File: src/rtl/rx_cmd_decoder_pkg.sv
// Shared RX/TX command definitions: command codes, ALU operand slots and the
// decoder FSM state encoding.
package rx_cmd_decoder_pkg;

  localparam logic [7:0] CMD_WR     = 8'hAA;
  localparam logic [7:0] CMD_RD     = 8'hBB;
  localparam logic [7:0] CMD_ALU_OP = 8'hCC;
  localparam logic [7:0] CMD_ALU    = 8'hDD;

  localparam int unsigned OPA_ADDR = 0;
  localparam int unsigned OPB_ADDR = 1;

  typedef enum logic [2:0] {
    IDLE,
    WR_ADDR,
    WR_DATA,
    RD_ADDR,
    ALU_A,
    ALU_B,
    ALU_FUN,
    ALU_WAIT
  } state_e;

  function automatic logic is_alu_state(input state_e s);
    return (s == ALU_A) || (s == ALU_B) || (s == ALU_FUN) || (s == ALU_WAIT);
  endfunction

endpackage

File: src/rtl/rx_cmd_decoder_if.sv
// Byte-stream, ALU and register-file signals seen by the RX command decoder.
// The slave view belongs to the decoder; the master view to its environment.
interface rx_cmd_decoder_if #(
  parameter int DATA_WIDTH = 8,
  parameter int ADDR_WIDTH = 4
);

  logic [DATA_WIDTH-1:0] rx_data;
  logic                  rx_valid;
  logic                  alu_out_valid;
  logic                  rf_wr_en;
  logic                  rf_rd_en;
  logic [ADDR_WIDTH-1:0] rf_addr;
  logic [DATA_WIDTH-1:0] rf_wr_data;
  logic                  alu_en;
  logic [3:0]            alu_fun;
  logic                  clk_gate_en;
  logic                  cmd_err;

  modport slave (
    input  rx_data, rx_valid, alu_out_valid,
    output rf_wr_en, rf_rd_en, rf_addr, rf_wr_data,
           alu_en, alu_fun, clk_gate_en, cmd_err
  );

  modport master (
    output rx_data, rx_valid, alu_out_valid,
    input  rf_wr_en, rf_rd_en, rf_addr, rf_wr_data,
           alu_en, alu_fun, clk_gate_en, cmd_err
  );

endinterface

File: src/rtl/rx_cmd_decoder.sv
// Decodes the RX byte stream into register-file and ALU strobes. Every output
// is registered, so each strobe lands one clock after the byte that caused it.
module rx_cmd_decoder
  import rx_cmd_decoder_pkg::*;
#(
  parameter int DATA_WIDTH = 8,
  parameter int ADDR_WIDTH = 4
) (
  input  logic             CLK,
  input  logic             RST,
  rx_cmd_decoder_if.slave  bus
);

  state_e                state_q, state_d;
  logic [ADDR_WIDTH-1:0] addr_q, addr_d;
  logic                  rf_wr_en_q, rf_wr_en_d;
  logic                  rf_rd_en_q, rf_rd_en_d;
  logic [ADDR_WIDTH-1:0] rf_addr_q, rf_addr_d;
  logic [DATA_WIDTH-1:0] rf_wr_data_q, rf_wr_data_d;
  logic                  alu_en_q, alu_en_d;
  logic [3:0]            alu_fun_q, alu_fun_d;
  logic                  clk_gate_q, clk_gate_d;
  logic                  cmd_err_q, cmd_err_d;
  logic                  cmd_known;

  assign cmd_known = (bus.rx_data == DATA_WIDTH'(CMD_WR))     ||
                     (bus.rx_data == DATA_WIDTH'(CMD_RD))     ||
                     (bus.rx_data == DATA_WIDTH'(CMD_ALU_OP)) ||
                     (bus.rx_data == DATA_WIDTH'(CMD_ALU));

  always_ff @(posedge CLK or posedge RST) begin
    if (RST) state_q <= IDLE;
    else     state_q <= state_d;
  end

  always_comb begin
    state_d = state_q;
    case (state_q)
      IDLE: if (bus.rx_valid) begin
        if      (bus.rx_data == DATA_WIDTH'(CMD_WR))     state_d = WR_ADDR;
        else if (bus.rx_data == DATA_WIDTH'(CMD_RD))     state_d = RD_ADDR;
        else if (bus.rx_data == DATA_WIDTH'(CMD_ALU_OP)) state_d = ALU_A;
        else if (bus.rx_data == DATA_WIDTH'(CMD_ALU))    state_d = ALU_FUN;
      end
      WR_ADDR:  if (bus.rx_valid) state_d = WR_DATA;
      WR_DATA:  if (bus.rx_valid) state_d = IDLE;
      RD_ADDR:  if (bus.rx_valid) state_d = IDLE;
      ALU_A:    if (bus.rx_valid) state_d = ALU_B;
      ALU_B:    if (bus.rx_valid) state_d = ALU_FUN;
      ALU_FUN:  if (bus.rx_valid) state_d = ALU_WAIT;
      ALU_WAIT: if (bus.alu_out_valid) state_d = IDLE;
      default:  state_d = IDLE;
    endcase
  end

  // Address/data/function registers hold between strobes; strobes default low.
  always_comb begin
    addr_d       = addr_q;
    rf_wr_en_d   = 1'b0;
    rf_rd_en_d   = 1'b0;
    rf_addr_d    = rf_addr_q;
    rf_wr_data_d = rf_wr_data_q;
    alu_en_d     = 1'b0;
    alu_fun_d    = alu_fun_q;
    cmd_err_d    = 1'b0;
    // Overlapping the current and next state keeps the gate open from the
    // cycle after the ALU command through the cycle after alu_out_valid.
    clk_gate_d   = is_alu_state(state_q) || is_alu_state(state_d);
    if (bus.rx_valid) begin
      case (state_q)
        IDLE:    cmd_err_d = !cmd_known;
        WR_ADDR: addr_d = bus.rx_data[ADDR_WIDTH-1:0];
        WR_DATA: begin
          rf_wr_en_d   = 1'b1;
          rf_addr_d    = addr_q;
          rf_wr_data_d = bus.rx_data;
        end
        RD_ADDR: begin
          rf_rd_en_d = 1'b1;
          rf_addr_d  = bus.rx_data[ADDR_WIDTH-1:0];
        end
        ALU_A, ALU_B: begin
          rf_wr_en_d   = 1'b1;
          rf_addr_d    = (state_q == ALU_A) ? ADDR_WIDTH'(OPA_ADDR) : ADDR_WIDTH'(OPB_ADDR);
          rf_wr_data_d = bus.rx_data;
        end
        ALU_FUN: begin
          alu_en_d  = 1'b1;
          alu_fun_d = bus.rx_data[3:0];
        end
        ALU_WAIT: cmd_err_d = 1'b1;
        default:  cmd_err_d = 1'b0;
      endcase
    end
  end

  always_ff @(posedge CLK or posedge RST) begin
    if (RST) begin
      addr_q       <= '0;
      rf_wr_en_q   <= 1'b0;
      rf_rd_en_q   <= 1'b0;
      rf_addr_q    <= '0;
      rf_wr_data_q <= '0;
      alu_en_q     <= 1'b0;
      alu_fun_q    <= '0;
      clk_gate_q   <= 1'b0;
      cmd_err_q    <= 1'b0;
    end else begin
      addr_q       <= addr_d;
      rf_wr_en_q   <= rf_wr_en_d;
      rf_rd_en_q   <= rf_rd_en_d;
      rf_addr_q    <= rf_addr_d;
      rf_wr_data_q <= rf_wr_data_d;
      alu_en_q     <= alu_en_d;
      alu_fun_q    <= alu_fun_d;
      clk_gate_q   <= clk_gate_d;
      cmd_err_q    <= cmd_err_d;
    end
  end

  assign bus.rf_wr_en    = rf_wr_en_q;
  assign bus.rf_rd_en    = rf_rd_en_q;
  assign bus.rf_addr     = rf_addr_q;
  assign bus.rf_wr_data  = rf_wr_data_q;
  assign bus.alu_en      = alu_en_q;
  assign bus.alu_fun     = alu_fun_q;
  assign bus.clk_gate_en = clk_gate_q;
  assign bus.cmd_err     = cmd_err_q;

endmodule

File: src/flat_wrapper.sv
// flat-port wrapper written by rule: the top's interface ports become plain ports
module rx_cmd_decoder_flat import rx_cmd_decoder_pkg::*;
#(
  parameter int DATA_WIDTH = 8,
  parameter int ADDR_WIDTH = 4
)
  (CLK, RST, bus_rx_data, bus_rx_valid, bus_alu_out_valid, bus_rf_wr_en, bus_rf_rd_en, bus_rf_addr, bus_rf_wr_data, bus_alu_en, bus_alu_fun, bus_clk_gate_en, bus_cmd_err);
  rx_cmd_decoder_if #(.DATA_WIDTH(DATA_WIDTH), .ADDR_WIDTH(ADDR_WIDTH)) bus_i ();
  input  logic CLK;
  input  logic RST;
  input wire logic [$bits(bus_i.rx_data)-1:0] bus_rx_data;
  input wire logic [$bits(bus_i.rx_valid)-1:0] bus_rx_valid;
  input wire logic [$bits(bus_i.alu_out_valid)-1:0] bus_alu_out_valid;
  output wire logic [$bits(bus_i.rf_wr_en)-1:0] bus_rf_wr_en;
  output wire logic [$bits(bus_i.rf_rd_en)-1:0] bus_rf_rd_en;
  output wire logic [$bits(bus_i.rf_addr)-1:0] bus_rf_addr;
  output wire logic [$bits(bus_i.rf_wr_data)-1:0] bus_rf_wr_data;
  output wire logic [$bits(bus_i.alu_en)-1:0] bus_alu_en;
  output wire logic [$bits(bus_i.alu_fun)-1:0] bus_alu_fun;
  output wire logic [$bits(bus_i.clk_gate_en)-1:0] bus_clk_gate_en;
  output wire logic [$bits(bus_i.cmd_err)-1:0] bus_cmd_err;
  assign bus_i.rx_data = bus_rx_data;
  assign bus_i.rx_valid = bus_rx_valid;
  assign bus_i.alu_out_valid = bus_alu_out_valid;
  assign bus_rf_wr_en = bus_i.rf_wr_en;
  assign bus_rf_rd_en = bus_i.rf_rd_en;
  assign bus_rf_addr = bus_i.rf_addr;
  assign bus_rf_wr_data = bus_i.rf_wr_data;
  assign bus_alu_en = bus_i.alu_en;
  assign bus_alu_fun = bus_i.alu_fun;
  assign bus_clk_gate_en = bus_i.clk_gate_en;
  assign bus_cmd_err = bus_i.cmd_err;
  rx_cmd_decoder #(.DATA_WIDTH(DATA_WIDTH), .ADDR_WIDTH(ADDR_WIDTH)) u_core (.CLK(CLK), .RST(RST), .bus(bus_i));
endmodule
File: config.mk
export PLATFORM = sky130hd
export DESIGN_NAME = rx_cmd_decoder_flat
export DESIGN_NICKNAME = d
export VERILOG_FILES = /design/src/rtl/rx_cmd_decoder_pkg.sv /design/src/rtl/rx_cmd_decoder_if.sv /design/src/rtl/rx_cmd_decoder.sv /design/src/flat_wrapper.sv
export SDC_FILE = /design/constraint.sdc
export NUM_CORES = 1
export LEC_CHECK = 0
export BUFFER_PORTS_ARGS = -buffer_cell sky130_fd_sc_hd__buf_2
export CAP_MARGIN = 20
export CORE_ASPECT_RATIO = 0.9
export CORE_MARGIN = 3
export CORE_UTILIZATION = 47
export CTS_BUF_LIST = sky130_fd_sc_hd__clkbuf_16
export DETAILED_ROUTE_END_ITERATION = 6
export PLACE_DENSITY = 0.74
export SLEW_MARGIN = 5
export SYNTH_ARGS = -nofsm -noshare
export SYNTH_HDL_FRONTEND = slang
export SYNTH_SLANG_ARGS = --single-unit
File: constraint.sdc
create_clock -name CLK -period 1.4 [get_ports CLK]
set_clock_uncertainty 0.15 [all_clocks]
set_input_delay 0.28 -clock CLK [delete_from_list [all_inputs] [get_ports CLK]]
set_output_delay 0.28 -clock CLK [all_outputs]
set_load 0.01 [all_outputs]
==> run_results.csv <==
group,metric,value,unit
floorplanning,die_w,62.9,um
critical_path,critical_path_arrival,1.62,ns
placement,place_inst,192,
synthesis,synth_xor_area_frac,0.00640,
hold_path,min_path_cells,2,
critical_path,reg2regPathDepth,4,
synthesis,netlist_area,0.00137,sq mm
clock_network,h-tree-depth,1,
synthesis,ys_seq_elements,28,
drt,drc,0,
clock_network,cts_sinks,28,
power,vdd_ir_drop_max,1190,uV
synthesis,syn_area_per_cell,12.2,sq um
placement,placed_cell_area,0.00169,sq mm
clock_network,cts.path.max_buffers,2,
critical_path,critPathMaxFanout,5,
synthesis,synth_edf_count,0,
synthesis,synth_top_family_by_area,"multiplexers",
power,power.leakage,0.000964,uW
drt,firstDrtPassIters,4,
power,pwr-share-comb,0.368,
placement,routabilityCongestion,0.798,
power,seq_power_share,0.375,
placement,dpl_worst_slack,-0.184,ns
placement,port_buffers,32,
global_route,grt_pass1_vias,1113,
synthesis,ys.flop_type,"dfrtp_1",
sta,finalCritPeriodShare,1.15,
synthesis,syn_inst,112,
floorplanning,core_area,0.00262,sq mm
run_status,violations,"setup timing",
drt,via_per_inst,5.61,
hold_path,hp-class,"input pin to flip-flop",
clock_network,root_buffer,"clkbuf_16",
synthesis,yosys.area.top_type,"dfrtp_1",
clock_network,cts_tree,"built",
global_route,antenna_found_initial,0,
critical_path,required,1.40,ns
final_layout,final_cell_mix,"buf_2, dfrtp_1, buf_4, mux2_4, mux2_2",
floorplanning,start_util,0.523,
synthesis,synth_nets,124,
placement,dp_hpwl,2300,um
final_layout,fillers,167,
critical_path,cpPeakStageDelay,0.46,ns
critical_path,cp_cell_sequence,"buf_6 -> nor3b_4 -> o21ai_4 -> mux2_4",
final_layout,final_cells,203,
critical_path,path_class,"flip-flop to flip-flop",
sta,slew_headroom,0.764,
final_layout,layout.cells.most_common,"buf_2",
clock_network,cts.clk_slew.worst_paths,0.07,ns
global_route,grt_max_degree,29,
drt,route.vias.total,1138,
synthesis,yosys.area_share.simple,0.166,
job,cap_violations,0,
final_layout,antenna_cells,0,
drt,wl_per_cell,19.3,um
synthesis,ys_seq_area_frac,0.512,
critical_path,slowest_stage,"dfrtp_2",
final_layout,drive_gt1_frac,0.600,
sta,fin_crit,1.62,ns
power,switching_share,0.308,
synthesis,async_reset_ff_frac,1.00,
drt,ant_nets,0,
global_route,grt_overflow,0,
critical_path,start_kind,"flip-flop",
final_layout,multi_input_area,723,sq um
drt,drt_iter0_markers,39,
synthesis,synth_area_leaders,"dfrtp_1, mux2_2, nand4b_1",
synthesis,synth_top_area_frac,0.512,
synthesis,synth_cell_types,37,
sta,tightest_slew,0.354,ns
sta,hold_violations,0,
sta,drv_slew,0,
global_route,grt_util_all_layers,0.199,
sta,fmax,619,MHz
clock_network,numCtsBuffers,3,
power,powerDensity,1720,mW/mm^2
final_layout,area_growth,43.0,%
power,p_clk_frac,0.258,
floorplanning,die_y,57.2,um
sta,rsz0062_at_grt,"true",
critical_path,worst_setup_path_end_kind,"flip-flop",
floorplanning,fp-row-count,17,
synthesis,yosys.area_share.adder,0,
sta,fin_ws,-0.215,ns
drt,wl,3910,um
synthesis,synth-compound-area-share,0.101,
floorplanning,pin_count,33,
run_status,status,"finished, violations left",
synthesis,synth_mux_area_frac,0.171,
power,p_switching,1040,uW
final_layout,final_nets,178,
sta,setup_viol,18,
global_route,grt_pass1_wl,5490,um
final_layout,stdcell_area,0.00196,sq mm
synthesis,ys_warn_count,0,
final_layout,ff_latch_area,704,sq um
power,internal_power,2330,uW
floorplanning,die_area,0.00360,sq mm
clock_network,insertion_delay,0.27,ns
## final cells by class
cell class                      instances  area share
Tap cell                               38      0.0243
Inverter                                6      0.0115
Sequential cell                        28       0.360
Multi-Input combinational cell         72       0.370
Timing Repair Buffer                   55       0.181
Clock inverter                          1      0.0153
Clock buffer                            3      0.0384
## Yosys cell counts, drive strengths merged, types with 2 or more instances
cell and instances:
and3 2, nor3b 2, a31o 2, o31ai 3
inv 6, mux2 19, and2 2, mux2i 2
nor2 2, dfrtp 28, nand2b 2, and4bb 2
a21oi 4, nand4b 3, nand3 3, o21ai 3
nand2 6, nor2b 4, buf 6
## timing repair
action | 4_1_cts | 5_1_grt
hold buffers | 1 | 0
hold endpoints to repair | 28 | 0
endpoints found under the setup margin | 21 | 22
gates resized for setup | 6 | 20
buffers inserted | 0 | 5
pin swaps | 2 | 6
cloned | 0 | 1
## worst paths after layout
check                                       from                        to  slack, ns
max in group asynchronous                    RST         u_core.state_q[1]       0.36
max                            u_core.state_q[2]  u_core.bus.rf_wr_data[5]      -0.22
max reg2reg                    u_core.state_q[2]  u_core.bus.rf_wr_data[5]      -0.22
min in group asynchronous                    RST       u_core.bus.rf_rd_en       0.46
min                               bus_rx_data[7]  u_core.bus.rf_wr_data[7]       0.13
min reg2reg                u_core.bus.rf_addr[3]     u_core.bus.rf_addr[3]       0.36
## critical path: cells and delay by family, from the launching register on
kind,cells,cell delay [ns]
flip-flops,1,0.46
multiplexers,1,0.32
AND/OR/NAND/NOR,1,0.31
buffers and inverters,1,0.14
AO/OA/AOI/OAI,1,0.12
## power groups by stage
stage	clock, uW	sequential (uW)	combinational (uW)
5_1_grt	905	1290	1320
2_1_floorplan	0	1300	609
3_3_place_gp	0	1230	990
6_report	866	1260	1240
4_1_cts	866	1250	1050
3_5_place_dp	0	1250	1020
## through the flow
step / total power [uW] / TNS, ns / util / hold slack, ns
final: 3360 / -2.76 / 0.748 / 0.134
after global placement: 2220 / -1.86 / 0.647 / 0.204
after detailed placement: 2270 / -2.62 / 0.647 / 0.210
after floorplan: 1910 / -1.23 / - / 0.195
after global routing: 3520 / -3.47 / 0.748 / 0.133
after CTS: 3160 / -2.09 / 0.696 / 0.111
## routing by layer
| metal | global-route usage | vias up | wire length (um) |
|---|---|---|---|
| met5 | 0 | - | 0 |
| met4 | 0.0597 | 0 | 116 |
| met3 | 0.0591 | 13 | 209 |
| met2 | 0.355 | 44 | 1940 |
| met1 | 0.233 | 575 | 1640 |
| li1 | - | 506 | - |
## cell families after synthesis
logic type / after synthesis
flops: 28
simple gates: 31
compound gates: 18
xor+xnor: 1
mux: 21
buf+inv: 13
## registers in the layout, summed over array words and instances, names as in the netlist, 3 cells and up
| register | cells |
|---|---|
| u_core.addr_q | 4 |
| u_core.state_q | 3 |
| u_core.bus.rf_wr_data | 8 |
| u_core.bus.rf_addr | 4 |
| u_core.bus.alu_fun | 4 |
Note: power is estimated with default switching activity, not from simulation.
